## src/rtl/acq_pkg.sv

```systemverilog
// Shared state type and readout word layout for the acquisition sequencer.
// Defining ACQ_SEQUENCER_FRAMENUM_EN prepends a frame-number header word to every frame.
package acq_pkg;

    typedef enum logic [2:0] {
        StIdle,
        StClear,
        StRun,
        StSnap,
        StReadout
    } acq_state_t;

`ifdef ACQ_SEQUENCER_FRAMENUM_EN
    localparam int unsigned WORD_HDR = 1;
`else
    localparam int unsigned WORD_HDR = 0;
`endif

    localparam int unsigned WORD_CLK   = WORD_HDR;
    localparam int unsigned WORD_CHAN0 = WORD_CLK + 1;

    function automatic int unsigned npairs(input int unsigned nchan);
        return nchan * (nchan - 1) / 2;
    endfunction

    function automatic int unsigned word_pair0(input int unsigned nchan);
        return WORD_CHAN0 + nchan;
    endfunction

    function automatic int unsigned nwords(input int unsigned nchan);
        return word_pair0(nchan) + npairs(nchan);
    endfunction

endpackage

```

## src/rtl/acq_readout_mux.sv

```systemverilog
// Snapshot registers and word-by-word valid/ready readout of one acquisition frame.
// With ACQ_SEQUENCER_FRAMENUM_EN a frame counter is emitted as the first word.
module acq_readout_mux
    import acq_pkg::*;
#(
    parameter int unsigned NCHAN = 4,
    parameter int unsigned NBITS = 4,
    localparam int unsigned NPAIRS = npairs(NCHAN),
    localparam int unsigned NWORDS = nwords(NCHAN),
    localparam int unsigned IW = $clog2(NWORDS + 1)
) (
    input  logic                         clk,
    input  logic                         rst_n,
    input  logic                         capture,
    input  logic                         start,
    input  logic [NBITS-1:0]             cnt_clk,
    input  logic [NCHAN-1:0][NBITS-1:0]  cnt_chann,
    input  logic [NPAIRS-1:0][NBITS-1:0] cnt_pairs,
    input  logic                         ready,
    output logic                         valid,
    output logic [NBITS-1:0]             data,
    output logic [IW-1:0]                idx,
    output logic                         last,
    output logic                         frame_done
);

    localparam logic [IW-1:0] LAST_IDX = IW'(NWORDS - 1);

    logic [NBITS-1:0]             snap_clk;
    logic [NCHAN-1:0][NBITS-1:0]  snap_chan;
    logic [NPAIRS-1:0][NBITS-1:0] snap_pair;
    logic                         valid_q;
    logic [IW-1:0]                idx_q;
    logic [NWORDS-1:0][NBITS-1:0] words;

    // Element 0 of the packed frame is the first word on the wire.
`ifdef ACQ_SEQUENCER_FRAMENUM_EN
    logic [NBITS-1:0] frame_q;
    assign words = {snap_pair, snap_chan, snap_clk, frame_q};
`else
    assign words = {snap_pair, snap_chan, snap_clk};
`endif

    assign valid      = valid_q;
    assign idx        = idx_q;
    assign data       = words[idx_q];
    assign last       = valid_q && (idx_q == LAST_IDX);
    assign frame_done = valid_q && ready && last;

    always_ff @(posedge clk) begin
        if (!rst_n) begin
            snap_clk  <= '0;
            snap_chan <= '0;
            snap_pair <= '0;
            valid_q   <= 1'b0;
            idx_q     <= '0;
`ifdef ACQ_SEQUENCER_FRAMENUM_EN
            frame_q   <= '0;
`endif
        end else begin
            if (capture) begin
                snap_clk  <= cnt_clk;
                snap_chan <= cnt_chann;
                snap_pair <= cnt_pairs;
            end
            if (start) begin
                valid_q <= 1'b1;
                idx_q   <= '0;
            end else if (valid_q && ready) begin
                if (last) begin
                    valid_q <= 1'b0;
                    idx_q   <= '0;
                end else begin
                    idx_q <= idx_q + IW'(1);
                end
            end
`ifdef ACQ_SEQUENCER_FRAMENUM_EN
            if (frame_done) begin
                frame_q <= frame_q + NBITS'(1);
            end
`endif
        end
    end

endmodule

```

## src/rtl/acq_sequencer.sv

```systemverilog
// Run controller for the coincidence detector: clear, gated window, snapshot, streamed readout.
// ACQ_SEQUENCER_FRAMENUM_EN adds a frame-number header word (handled in acq_readout_mux).
module acq_sequencer
    import acq_pkg::*;
#(
    parameter int unsigned NCHAN = 4,
    parameter int unsigned NBITS = 4,
    localparam int unsigned NPAIRS = npairs(NCHAN),
    localparam int unsigned NWORDS = nwords(NCHAN),
    localparam int unsigned IW = $clog2(NWORDS + 1)
) (
    input  logic                         Clk,
    input  logic                         Rst_n,
    input  logic                         Start_i,
    input  logic                         Stop_i,
    input  logic                         Continuous_i,
    input  logic [NBITS-1:0]             nCycles_i,
    output logic                         Restart_o,
    output logic                         Enable_o,
    output logic [NBITS-1:0]             nCycles_o,
    input  logic [NBITS-1:0]             Cnt_Clk_i,
    input  logic [NCHAN-1:0][NBITS-1:0]  Cnt_chann_i,
    input  logic [NPAIRS-1:0][NBITS-1:0] Cnt_pairs_i,
    output logic                         Rd_valid_o,
    input  logic                         Rd_ready_i,
    output logic [NBITS-1:0]             Rd_data_o,
    output logic [IW-1:0]                Rd_idx_o,
    output logic                         Rd_last_o,
    output logic                         Busy_o,
    output logic                         Done_o
);

    acq_state_t       state_q, state_d;
    logic [NBITS-1:0] ncyc_q;
    logic             stopped_q;
    logic             restart_q, enable_q, busy_q, done_q;
    logic             capture, load_ncyc, frame_done;

    always_comb begin
        state_d   = state_q;
        capture   = 1'b0;
        load_ncyc = 1'b0;
        unique case (state_q)
            StIdle: begin
                if (Start_i) begin
                    state_d   = StClear;
                    load_ncyc = 1'b1;
                end
            end
            StClear: state_d = StRun;
            StRun: begin
                if ((Cnt_Clk_i >= ncyc_q) || Stop_i) begin
                    state_d = StSnap;
                    capture = 1'b1;
                end
            end
            StSnap: state_d = StReadout;
            StReadout: begin
                if (frame_done) begin
                    // An aborted window never re-arms, even in continuous mode.
                    if (Continuous_i && !stopped_q) begin
                        state_d   = StClear;
                        load_ncyc = 1'b1;
                    end else begin
                        state_d = StIdle;
                    end
                end
            end
            default: state_d = StIdle;
        endcase
    end

    // Control outputs are registered decodes of the next state.
    always_ff @(posedge Clk) begin
        if (!Rst_n) begin
            state_q   <= StIdle;
            ncyc_q    <= '0;
            stopped_q <= 1'b0;
            restart_q <= 1'b0;
            enable_q  <= 1'b0;
            busy_q    <= 1'b0;
            done_q    <= 1'b0;
        end else begin
            state_q <= state_d;
            if (load_ncyc) begin
                ncyc_q <= nCycles_i;
            end
            if (capture) begin
                stopped_q <= Stop_i;
            end
            restart_q <= (state_d == StClear);
            enable_q  <= (state_d == StRun);
            busy_q    <= (state_d != StIdle);
            done_q    <= frame_done;
        end
    end

    acq_readout_mux #(
        .NCHAN(NCHAN),
        .NBITS(NBITS)
    ) u_readout (
        .clk       (Clk),
        .rst_n     (Rst_n),
        .capture   (capture),
        .start     (state_q == StSnap),
        .cnt_clk   (Cnt_Clk_i),
        .cnt_chann (Cnt_chann_i),
        .cnt_pairs (Cnt_pairs_i),
        .ready     (Rd_ready_i),
        .valid     (Rd_valid_o),
        .data      (Rd_data_o),
        .idx       (Rd_idx_o),
        .last      (Rd_last_o),
        .frame_done(frame_done)
    );

    assign Restart_o = restart_q;
    assign Enable_o  = enable_q;
    assign Busy_o    = busy_q;
    assign Done_o    = done_q;
    assign nCycles_o = ncyc_q;

endmodule

```

## config.mk

```make
export PLATFORM = sky130hd
export DESIGN_NAME = acq_sequencer
export DESIGN_NICKNAME = d
export VERILOG_FILES = /design/src/rtl/acq_pkg.sv /design/src/rtl/acq_readout_mux.sv /design/src/rtl/acq_sequencer.sv
export SDC_FILE = /design/constraint.sdc
export NUM_CORES = 1
export LEC_CHECK = 0
export CAP_MARGIN = 25
export CELL_PAD_IN_SITES_DETAIL_PLACEMENT = 1
export CELL_PAD_IN_SITES_GLOBAL_PLACEMENT = 2
export CORE_MARGIN = 1.5
export CORE_UTILIZATION = 28
export CTS_BUF_LIST = sky130_fd_sc_hd__clkbuf_8 sky130_fd_sc_hd__clkbuf_16
export CTS_CLUSTER_DIAMETER = 120
export DETAILED_ROUTE_END_ITERATION = 16
export PLACE_DENSITY_LB_ADDON = 0.1
export SLEW_MARGIN = 20
export SYNTH_ARGS = -nofsm -noshare
export SYNTH_HDL_FRONTEND = slang
export SYNTH_HIERARCHICAL = 1
export SYNTH_SLANG_ARGS = --single-unit
```

## constraint.sdc

```tcl
create_clock -name Clk -period 2 [get_ports Clk]
set_input_delay 0.6 -clock Clk [delete_from_list [all_inputs] [get_ports Clk]]
set_output_delay 0.6 -clock Clk [all_outputs]
set_load 0.01 [all_outputs]
```

==> impl_metrics.json <==
{
  "status": "finished, violations left",
  "violations": "setup timing",
  "yosys-top-cells-area": "dfxtp_1 (42%), mux2i_1 (16%), nor2b_1 (9.6%)",
  "fin_area_um2": 4600,
  "yosysWarnings": 6,
  "async_reset_ff_share_pct": 0,
  "antenna_found_initial": 0,
  "syn-num-nets": 335,
  "p_leak_nw": 1.76,
  "h-tree-depth": 3,
  "viasPerCell": 4.50,
  "io_buffers": 71,
  "grt_max_degree": 52,
  "synthesis.area_um2": 2930,
  "yosys.area.top_type_share_pct": 41.7,
  "setup.worst_path.end_class": "primary output",
  "area_growth_pct": 56.8,
  "die-area_um2": 11100,
  "wl_met2_mm": 3.81,
  "cts_tree": "built",
  "clk_root_buffer_cell": "clkbuf_8",
  "avgSynthCellArea_um2": 10.7,
  "p_per_area_nw_per_um2": 782,
  "path_class": "flip-flop to primary output",
  "drive_gt1_share_pct": 31.5,
  "drcViolationCount": 0,
  "yosysMostFrequentCell": "dfxtp_1",
  "post-place-ws_ps": -624,
  "path_clk_slew_ps": 60,
  "hold_buffers": 0,
  "worst_slack_ps": -239,
  "worst_pin_slew_ps": 345,
  "synth-edff-count": 0,
  "ys_seq_area_share_pct": 41.7,
  "synth_top_cell_by_area": "dfxtp_1",
  "io_pins": 72,
  "cp.depth": 5,
  "yosys-top-cells-count": "dfxtp_1 (61), mux2i_1 (48), nor2b_1 (45)",
  "grt_pass1_vias": 2578,
  "reg2reg_slack_ps": 60,
  "post_drt_wl_per_cell_um": 15.5,
  "ys_seq_elements": 61,
  "slew_headroom_pct": 77.0,
  "reg2reg_from": "nCycles_o[3]",
  "place_area_um2": 4010,
  "layout_min_cycle_time_ps": 2240,
  "die_height_um": 105,
  "slowest_stage": "dfxtp_4",
  "ys_types": 44,
  "crit_end": "Rd_data_o[1]",
  "drt_iter0_markers": 28,
  "setup_viol": 5,
  "grt.overflow.total": 0,
  "cp_top_family": "flip-flops",
  "ys.flop_type": "dfxtp_1",
  "wirelength_met1_mm": 4.13,
  "coreArea_um2": 10200,
  "regToRegEndpoint": "u_readout/snap_clk[2]",
  "rsz0062_at_grt": "yes",
  "worstPathArrival_ps": 1640,
  "tns_ps": -879,
  "cpPeakStageDelay_ps": 400,
  "power_mw": 3.59,
  "routed.top_layer": "met4",
  "required_ps": 1400,
  "drt_wl_total_mm": 8.30,
  "dr.pass1.iters": 4,
  "hold_class": "flip-flop to flip-flop",
  "skew_ps": 12.0,
  "dp_hpwl_mm": 5.43,
  "numCtsBuffers": 9,
  "die_w_um": 105,
  "period_share_pct": 112,
  "layout.nets": 456,
  "grt.total_usage_pct": 15.6,
  "crit_chain": "buf_12, mux2_4, a22oi_2, nand3_1, buf_2",
  "slew_viol_final": 0,
  "grt_pass1_wl_mm": 13.3,
  "worst_setup_path_start_kind": "flip-flop",
  "cp_max_fo": 6,
  "gp_congestion": 0.723,
  "initial_core_util_pct": 28.6,
  "rr_worst_depth": 10,
  "met3_length_um": 266,
  "vias": 2411,
  "ant_nets": 0,
  "clk_path_buf_depth": 2,
  "timing.critical_path.from": "u_readout/idx[1]",
  "cts_sinks": 61,
  "ir_drop_uv": 343,
  "crit_buf_inv": 2,
  "max_freq_ghz": 0.447,
  "rows": 37,
  "netlist_instances": 275,
  "n_antenna_cell": 0,
  "holdPathStages": 2,
  "cap_viol_max_count": 0,
  "clock_latency_ps": 330,
  "hold_viol": 0
}
==> layout by cell type, fill, tap and decap left out, drive strengths merged, types with 2 or more instances in the layout <==
master / instances
buf: 64
dfxtp: 61
clkdlybuf4s50: 57
mux2i: 48
nor2b: 45
nand2: 16
mux2: 12
clkbuf: 9
inv: 9
a22oi: 8
ha: 6
nand3: 6
a21oi: 5
nor3b: 5
mux4: 4
nor2: 4
nand2b: 3
o21a: 3
o21ai: 3
clkinv: 3
dlygate4sd2: 3
or3: 3
and2: 2
nor3: 2
==> worst reg2reg max path, cell delays in order (launching register included) <==
cell	delay, ps
dfxtp_2	330
inv_1	60
ha_4	270
o211ai_1	100
o211a_1	270
nor2b_4	160
buf_12	120
buf_12	120
buf_6	100
mux2i_2	220
nor2b_1	80
==> where the power goes <==
group / switching, mW / total, mW / internal [mW]
registers: 0.0906 / 1.45 / 1.36
logic: 0.424 / 1.10 / 0.676
clock network: 0.487 / 1.04 / 0.558
total: 1.00 / 3.59 / 2.59
==> cell type report <==
class,instances,area [um2]
Clock buffer,9,124
Clock inverter,6,56.3
Fill cell,1142,5640
Inverter,8,30.0
Multi-Input combinational cell,191,1730
Sequential cell,61,1230
Tap cell,136,170
Timing Repair Buffer,125,1250
==> worst min-delay path by stage <==
| stage | from | end | slack, ps |
|---|---|---|---|
| finish | nCycles_o[1] | nCycles_o[1] | 470 |
| global route | nCycles_o[1] | nCycles_o[1] | 490 |
| CTS | nCycles_o[1] | nCycles_o[1] | 480 |
| detailed placement | nCycles_o[1] | nCycles_o[1] | 470 |
| global placement | nCycles_o[1] | nCycles_o[1] | 470 |
| floorplan | u_readout/snap_chan[13] | u_readout/snap_chan[13] | 470 |
==> state kept, by name (all words and copies together) (netlist names) <==
name	cells
Enable_o	1
Busy_o	1
nCycles_o	4
stopped_q	1
u_readout/snap_chan	16
u_readout/snap_clk	4
Done_o	1
Restart_o	1
u_readout/idx	4
u_readout/valid	1
u_readout/snap_pair	24
state_q	3
==> cell families after synthesis <==
logic type                 Yosys count  share of synthesized area (%)
buffers and inverters               23                           4.65
AOI/OAI and AO/OA                   26                           6.66
and+or+nand+nor                     93                           19.8
DFF                                 61                           41.7
adders and majority gates            6                           2.56
muxes                               64                           24.1
xor gates and xnor gates             2                          0.598
==> what timing repair did <==
| action | 4_1_cts | 5_1_grt |
|---|---|---|
| pin swaps | 16 | 5 |
| setup endpoints to repair | 56 | 51 |
| buffers inserted | 9 | 7 |
| cloned | 4 | 0 |
| gates resized for setup | 72 | 18 |
==> per-stage QoR <==
step | hold WS (ps) | instances | util, %
after CTS | 482 | 530 | 43.9
after global routing | 489 | 536 | 44.9
final | 467 | 536 | 44.9
after floorplan | 475 | 275 | -
after global placement | 469 | 502 | 39.2
after detailed placement | 473 | 502 | 39.2
==> metal layers <==
metal	GRT usage [%]	vias to the layer above
li1	-	1203
met3	3.03	9
met1	20.7	1158
met5	0	-
met4	5.87	0
met2	24.9	41
No activity file was read; power rests on OpenSTA's default activity.
